<file path="config.mk">
export PLATFORM = sky130hd
export DESIGN_NAME = isr_sequencer_flat
export DESIGN_NICKNAME = d
export VERILOG_FILES = /design/src/rtl/isr_sequencer_if.sv /design/src/rtl/isr_sequencer.sv /design/src/flat_wrapper.sv
export SDC_FILE = /design/constraint.sdc
export NUM_CORES = 1
export LEC_CHECK = 0
export BUFFER_PORTS_ARGS = -buffer_cell sky130_fd_sc_hd__buf_2
export CAP_MARGIN = 25
export CORE_ASPECT_RATIO = 0.75
export CORE_UTILIZATION = 47
export DETAILED_ROUTE_END_ITERATION = 7
export PLACE_DENSITY = 0.7
export SLEW_MARGIN = 20
export SYNTH_ARGS = -nofsm -noshare
export SYNTH_HDL_FRONTEND = slang
export SYNTH_SLANG_ARGS = --single-unit
</file>
<file path="constraint.sdc">
create_clock -name clk -period 1.55 [get_ports clk]
set_clock_uncertainty 0.2 [all_clocks]
set_input_delay 0.31 -clock clk [delete_from_list [all_inputs] [get_ports clk]]
set_output_delay 0.31 -clock clk [all_outputs]
set_load 0.02 [all_outputs]
</file>
<file path="src/rtl/isr_sequencer_if.sv">
// Handshake bundle between isr_sequencer, the interrupt controller and the datapath PC/flag registers.
// The slave modport is the sequencer's view; master is the surrounding environment's view.
interface isr_sequencer_if #(
  parameter int PC_W   = 8,
  parameter int FLAG_W = 4
);
  logic              i_pending;
  logic [PC_W-1:0]   isr_addr;
  logic [PC_W-1:0]   pc_next;
  logic [FLAG_W-1:0] flags_in;
  logic              instr_done;
  logic              reti;
  logic              gie_set;
  logic              gie_clr;

  logic              irq_enable;
  logic              i_clr;
  logic              pc_load;
  logic [PC_W-1:0]   pc_load_val;
  logic              flags_restore;
  logic [FLAG_W-1:0] flags_out;
  logic              stall;
  logic              in_isr;
  logic              reti_err;

  modport slave (
    input  i_pending, isr_addr, pc_next, flags_in, instr_done, reti, gie_set, gie_clr,
    output irq_enable, i_clr, pc_load, pc_load_val, flags_restore, flags_out, stall,
           in_isr, reti_err
  );

  modport master (
    output i_pending, isr_addr, pc_next, flags_in, instr_done, reti, gie_set, gie_clr,
    input  irq_enable, i_clr, pc_load, pc_load_val, flags_restore, flags_out, stall,
           in_isr, reti_err
  );
endinterface

</file>
<file path="src/rtl/isr_sequencer.sv">
// Takes pending interrupts at instruction boundaries: saves return PC/flags, vectors, restores on reti.
// Define NESTED_IRQ_EN for a NEST_DEPTH-deep LIFO frame stack; default build keeps a single frame.
module isr_sequencer #(
  parameter int PC_W       = 8,
  parameter int FLAG_W     = 4,
  parameter int NEST_DEPTH = 4
) (
  input logic            clk,
  input logic            clr,
  isr_sequencer_if.slave bus
);

  typedef enum logic [2:0] {IDLE, ACK, VECTOR, ISR, RET} state_t;

  typedef struct packed {
    logic [PC_W-1:0]   pc;
    logic [FLAG_W-1:0] flags;
  } frame_t;

  if (NEST_DEPTH < 1) begin : g_bad_depth
    $error("isr_sequencer: NEST_DEPTH must be at least 1");
  end

  state_t          state;
  logic            gie;
  logic [PC_W-1:0] vec;
  frame_t          push_frame;
  frame_t          top;
  logic            room;
  logic            accept;
  logic            ret_req;
  logic            push;

`ifdef NESTED_IRQ_EN
  localparam int DEPTH = NEST_DEPTH;
  localparam int SP_W  = $clog2(DEPTH + 1);
  localparam int IDX_W = (DEPTH > 1) ? $clog2(DEPTH) : 1;

  frame_t          stack [DEPTH];
  logic [SP_W-1:0] sp;

  assign room = (sp < SP_W'(DEPTH));
  assign top  = stack[IDX_W'(sp - 1'b1)];
`else
  frame_t frame;
  logic   valid;

  assign room = !valid;
  assign top  = frame;
`endif

  assign push_frame = '{pc: bus.pc_next, flags: bus.flags_in};
  assign bus.irq_enable = gie & ((state == IDLE) | ((state == ISR) & room));
  assign accept  = bus.instr_done & bus.i_pending & bus.irq_enable;
  assign ret_req = bus.instr_done & bus.reti;
  // A reti retiring in ISR wins over a same-cycle interrupt.
  assign push    = accept & !((state == ISR) & ret_req);

  always_ff @(posedge clk or negedge clr) begin
    if (!clr) begin
      state             <= IDLE;
      gie               <= 1'b0;
      vec               <= '0;
      bus.i_clr         <= 1'b0;
      bus.pc_load       <= 1'b0;
      bus.pc_load_val   <= '0;
      bus.flags_restore <= 1'b0;
      bus.flags_out     <= '0;
      bus.stall         <= 1'b0;
      bus.in_isr        <= 1'b0;
      bus.reti_err      <= 1'b0;
`ifdef NESTED_IRQ_EN
      sp <= '0;
      // NOTE: the frame stack is tiny and must read as empty after reset, so it is reset like any flop.
      for (int i = 0; i < DEPTH; i++) stack[i] <= '0;
`else
      frame <= '0;
      valid <= 1'b0;
`endif
    end else begin
      // NOTE: non-blocking assignments everywhere here, so every branch sees pre-edge register values.
      bus.i_clr         <= 1'b0;
      bus.pc_load       <= 1'b0;
      bus.flags_restore <= 1'b0;
      bus.stall         <= 1'b0;
      bus.in_isr        <= 1'b0;
      bus.reti_err      <= 1'b0;

      if (bus.gie_clr)      gie <= 1'b0;
      else if (bus.gie_set) gie <= 1'b1;

`ifdef NESTED_IRQ_EN
      if (push) begin
        stack[IDX_W'(sp)] <= push_frame;
        sp                <= sp + 1'b1;
      end else if (state == RET) begin
        sp <= sp - 1'b1;
      end
`else
      if (push) begin
        frame <= push_frame;
        valid <= 1'b1;
      end else if (state == RET) begin
        valid <= 1'b0;
      end
`endif

      case (state)
        IDLE: begin
          if (push) begin
            vec       <= bus.isr_addr;
            bus.i_clr <= 1'b1;
            bus.stall <= 1'b1;
            state     <= ACK;
          end else if (ret_req) begin
            bus.reti_err <= 1'b1;
          end
        end
        ACK: begin
          bus.pc_load     <= 1'b1;
          bus.pc_load_val <= vec;
          bus.stall       <= 1'b1;
          state           <= VECTOR;
        end
        VECTOR: begin
          bus.in_isr <= 1'b1;
          state      <= ISR;
        end
        ISR: begin
          if (ret_req) begin
            bus.pc_load       <= 1'b1;
            bus.pc_load_val   <= top.pc;
            bus.flags_restore <= 1'b1;
            bus.flags_out     <= top.flags;
            bus.stall         <= 1'b1;
            state             <= RET;
          end else if (push) begin
            vec       <= bus.isr_addr;
            bus.i_clr <= 1'b1;
            bus.stall <= 1'b1;
            state     <= ACK;
          end else begin
            bus.in_isr <= 1'b1;
          end
        end
        RET: begin
`ifdef NESTED_IRQ_EN
          if (sp != SP_W'(1)) begin
            bus.in_isr <= 1'b1;
            state      <= ISR;
          end else begin
            state <= IDLE;
          end
`else
          state <= IDLE;
`endif
        end
        default: state <= IDLE;
      endcase
    end
  end

endmodule

</file>
<file path="src/flat_wrapper.sv">
// flat-port wrapper written by rule: the top's interface ports become plain ports
module isr_sequencer_flat 
#(
  parameter int PC_W       = 8,
  parameter int FLAG_W     = 4,
  parameter int NEST_DEPTH = 4
)
  (clk, clr, bus_i_pending, bus_isr_addr, bus_pc_next, bus_flags_in, bus_instr_done, bus_reti, bus_gie_set, bus_gie_clr, bus_irq_enable, bus_i_clr, bus_pc_load, bus_pc_load_val, bus_flags_restore, bus_flags_out, bus_stall, bus_in_isr, bus_reti_err);
  isr_sequencer_if #(.PC_W(PC_W), .FLAG_W(FLAG_W)) bus_i ();
  input logic clk;
  input logic clr;
  input wire logic [$bits(bus_i.i_pending)-1:0] bus_i_pending;
  input wire logic [$bits(bus_i.isr_addr)-1:0] bus_isr_addr;
  input wire logic [$bits(bus_i.pc_next)-1:0] bus_pc_next;
  input wire logic [$bits(bus_i.flags_in)-1:0] bus_flags_in;
  input wire logic [$bits(bus_i.instr_done)-1:0] bus_instr_done;
  input wire logic [$bits(bus_i.reti)-1:0] bus_reti;
  input wire logic [$bits(bus_i.gie_set)-1:0] bus_gie_set;
  input wire logic [$bits(bus_i.gie_clr)-1:0] bus_gie_clr;
  output wire logic [$bits(bus_i.irq_enable)-1:0] bus_irq_enable;
  output wire logic [$bits(bus_i.i_clr)-1:0] bus_i_clr;
  output wire logic [$bits(bus_i.pc_load)-1:0] bus_pc_load;
  output wire logic [$bits(bus_i.pc_load_val)-1:0] bus_pc_load_val;
  output wire logic [$bits(bus_i.flags_restore)-1:0] bus_flags_restore;
  output wire logic [$bits(bus_i.flags_out)-1:0] bus_flags_out;
  output wire logic [$bits(bus_i.stall)-1:0] bus_stall;
  output wire logic [$bits(bus_i.in_isr)-1:0] bus_in_isr;
  output wire logic [$bits(bus_i.reti_err)-1:0] bus_reti_err;
  assign bus_i.i_pending = bus_i_pending;
  assign bus_i.isr_addr = bus_isr_addr;
  assign bus_i.pc_next = bus_pc_next;
  assign bus_i.flags_in = bus_flags_in;
  assign bus_i.instr_done = bus_instr_done;
  assign bus_i.reti = bus_reti;
  assign bus_i.gie_set = bus_gie_set;
  assign bus_i.gie_clr = bus_gie_clr;
  assign bus_irq_enable = bus_i.irq_enable;
  assign bus_i_clr = bus_i.i_clr;
  assign bus_pc_load = bus_i.pc_load;
  assign bus_pc_load_val = bus_i.pc_load_val;
  assign bus_flags_restore = bus_i.flags_restore;
  assign bus_flags_out = bus_i.flags_out;
  assign bus_stall = bus_i.stall;
  assign bus_in_isr = bus_i.in_isr;
  assign bus_reti_err = bus_i.reti_err;
  isr_sequencer #(.PC_W(PC_W), .FLAG_W(FLAG_W), .NEST_DEPTH(NEST_DEPTH)) u_core (.clk(clk), .clr(clr), .bus(bus_i));
endmodule
</file>
==> summary.md <==
| Metric | Value |
|---|---|
| Outcome | `finished, violations left` |
| Failing checks | `setup timing` |
| Comb power frac | `0.445` |
| Setup TNS | `-6870 ps` |
| Global placement routability congestion | `0.867` |
| Overflow after GRT | `0` |
| Die W | `74.9 um` |
| GRT Total Usage | `0.184` |
| Antenna violations before repair | `0` |
| Vias per inst | `~5` |
| Final WL | `3.61 mm` |
| Post-DRT Antenna Nets | `0` |
| Switch Pwr | `1.63 mW` |
| Largest net degree at the start of global routing | `44` |
| Antenna cells | `0` |
| # Max-Cap Violations | `0` |
| CP max FO | `5` |
| Residual DRC | `0` |
| Sw frac | `0.344` |
| DR pass1 iterations | `4` |
| Initial DRC Count | `41` |
| Critical Path RT | `1530 ps` |
| Post-DP HPWL | `2.38 mm` |
| CTS tree | `built` |
| Insertion delay to the later sink of the worst-skew pair | `300 ps` |
| Vias in the first global route | `1191` |
| Synth warn | `0` |
| Worst relative slew slack | `0.834` |
| Most frequent cells in the layout | `44 x buf_2, 43 x dfrtp_1, 24 x mux2_4` |
| Drt wl/cell | `14.2 um` |
| First-pass GRT wire length | `~5.6 mm` |
| CTS Buf Count | `5` |
| Power Density | `1850 mW/mm^2` |
| Synth Area per Inst | `14.2 sq um` |
| Final worst path period need | `1830 ps` |
| Core Rows | `19` |
| Critical path's slowest cell | `dfrtp_1` |
| VDD IR-drop max | `around 1.1 mV` |
| RSZ-0062 raised after global routing | `yes` |
| Area Growth Syn to Fin | `36.3%` |
| WP data arrival | `1810 ps` |
| Hold slack | `32.0 ps` |
| Number of I/O pins | `46` |
| Most common cell after layout, fill and taps aside | `buf_2` |
| Post-Syn Instances | `132` |
| Leak | `approximately 1.4 nW` |
| Sequential share of power | `0.391` |
| H-tree Lvls | `2` |
| Measured slew at the worst slew-check pin | `between 200 and 250 ps` |
| Clock sinks | `43` |
| Place WS | `-176 ps` |
| Final Hold Vio Count | `0` |
| Detailed-route via count | `1238` |
| Startpoint Class | `flip-flop` |
| Final nets | `229` |
| Initial Util | `0.503` |
| Max-slew violation count | `0` |
| # port buffers | `45` |
| Core ar. | `~0.0037 sq mm` |
| Worst Hold Class | `input port to flip-flop` |
| Crit Path Class | `flip-flop to flip-flop` |
| CTS max path bufs | `2` |
| F_max | `about 0.55 GHz` |
| Layout cells sized above 1 | `0.557` |
| Seq/Total Area, Yosys | `0.574` |
| Worst setup EP type | `flip-flop` |
| Critical Path Max Stage Delay | `410 ps` |
| #FFs+latches synth | `43` |
| Die height | `56.7 um` |
| Final period utilization | `1.18` |
| Number of setup violations in the final report | `39` |
| Root Driver | `clkbuf_8` |
| Synth cell types | `30` |
| Syn Nets | `159` |
| Internal | `3.11 mW` |
| Die ar. | `0.00425 sq mm` |
| Worst-path cell chain | `and3b_2 -> o21ai_4 -> inv_4 -> nand3_4 -> clkbuf_16 -> mux2_4` |
| Clock transition at path regs | `80 ps` |
| Final WS setup | `-281 ps` |
| Clk pwr share | `0.164` |
| Mapped Area | `0.00188 sq mm` |
==> sequential cells by signal, indices dropped and copies added, names as in the netlist <==
name and cells:
u_core.frame 12, u_core.bus.pc_load 1, u_core.bus.flags_out 4, u_core.bus.flags_restore 1, u_core.state 3, u_core.valid 1
u_core.vec 8, u_core.bus.pc_load_val 8, u_core.gie 1, u_core.bus.stall 1, u_core.bus.in_isr 1, u_core.bus.i_clr 1
u_core.bus.reti_err 1
==> metal layers <==
metal	track usage	wire [um]	part of all wire	vias up
met5	0	0	0	-
met1	0.234	1700	0.47	603
met4	0.0889	73	0.020	0
met3	0.0485	169	0.047	7
met2	0.290	1670	0.46	38
li1	-	-	-	590
==> timing repair <==
action	CTS	global route
cloned	0	2
resized for setup	10	7
hold buffers	2	0
buffers inserted	2	2
setup endpoints to repair	36	37
pin swaps	6	7
endpoints found under the hold margin	44	0
==> cells by family (layout without fill, tap and decap cells) <==
| group | Yosys count | after routing | share of synthesized area |
|---|---|---|---|
| DFF | 43 | 43 | 0.574 |
| muxes | 32 | 32 | 0.221 |
| and+or+nand+nor | 32 | 32 | 0.111 |
| AOI/OAI and AO/OA | 16 | 16 | 0.0547 |
| buffers and inverters | 9 | 80 | 0.0394 |
==> worst max-delay path: cells and delay by family, from the launching register on <==
family,cells,cell delay [ps]
flip-flops,1,410
buffers and inverters,2,240
multiplexers,1,290
AO/OA/AOI/OAI,1,180
AND/OR/NAND/NOR,2,390
==> power groups by stage <==
stage	registers [mW]	logic, mW	clock network [mW]
2_1_floorplan	2.06	1.15	0
3_3_place_gp	1.83	1.91	0
3_5_place_dp	1.86	1.95	0
4_1_cts	1.85	2.07	0.797
5_1_grt	1.91	2.28	0.849
6_report	1.85	2.11	0.780
==> final timing paths <==
kind | cells after the start | startpoint | endpoint | slack, ps
min in group asynchronous | 3 | clr | u_core.bus.flags_out[2]$_DFFE_PN0P_ | 310
setup / recovery | 6 | u_core.state[1]$_DFF_PN0_ | u_core.frame[9]$_DFFE_PN0P_ | -280
max in group asynchronous | 3 | clr | u_core.vec[1]$_DFFE_PN0P_ | 630
hold reg to reg | 2 | u_core.valid$_DFFE_PN0P_ | u_core.valid$_DFFE_PN0P_ | 300
setup reg to reg | 6 | u_core.state[1]$_DFF_PN0_ | u_core.frame[9]$_DFFE_PN0P_ | -280
hold / removal | 3 | bus_gie_set | u_core.gie$_DFFE_PN0P_ | 30
==> cell usage after synthesis <==
cell       instances  area [sq um]
a211oi_1           1          7.51
a21oi_1           10          50.1
a21oi_2            1          8.76
a2bb2oi_1          1          8.76
a31oi_1            1          6.26
and2_1             1          6.26
and3b_1            1          8.76
buf_4              4          30.0
buf_6              3          33.8
dfrtp_1           43          1080
inv_1              1          3.75
inv_4              1          6.26
mux2_2             7          78.8
mux2_4            17           255
mux2i_1            8          80.1
nand2_1            6          22.5
nand2b_1           3          18.8
nand3_4            1          17.5
nand3b_1           1          7.51
nand4b_1           1          8.76
nor2_1            11          41.3
nor2_4             1          11.3
nor2_8             1          20.0
nor2b_1            1          6.26
nor2b_4            1          13.8
nor3_1             1          5.00
nor4b_2            1          15.0
o21ai_0            1          5.00
o21ai_4            1          16.3
or2_2              1          6.26
==> final cells by class <==
type	instances	area [sq um]
fillers	292	1180
flip-flops and latches	43	1080
multi-input cells	80	769
repair buffers	70	532
clock buffers	7	96.3
well taps	52	65.1
inverters	2	10.0
clock inverters	1	7.51
==> stage by stage <==
stage          power (mW)  instances   util  cell area, sq um
6_report             4.74        255  0.685              2560
5_1_grt              5.04        255  0.685              2560
4_1_cts              4.71        251  0.662              2470
3_5_place_dp         3.81        239  0.615              2290
3_3_place_gp         3.74        239  0.615              2290
2_1_floorplan        3.21        132      -              1900
No activity file was read; power rests on OpenSTA's default activity.
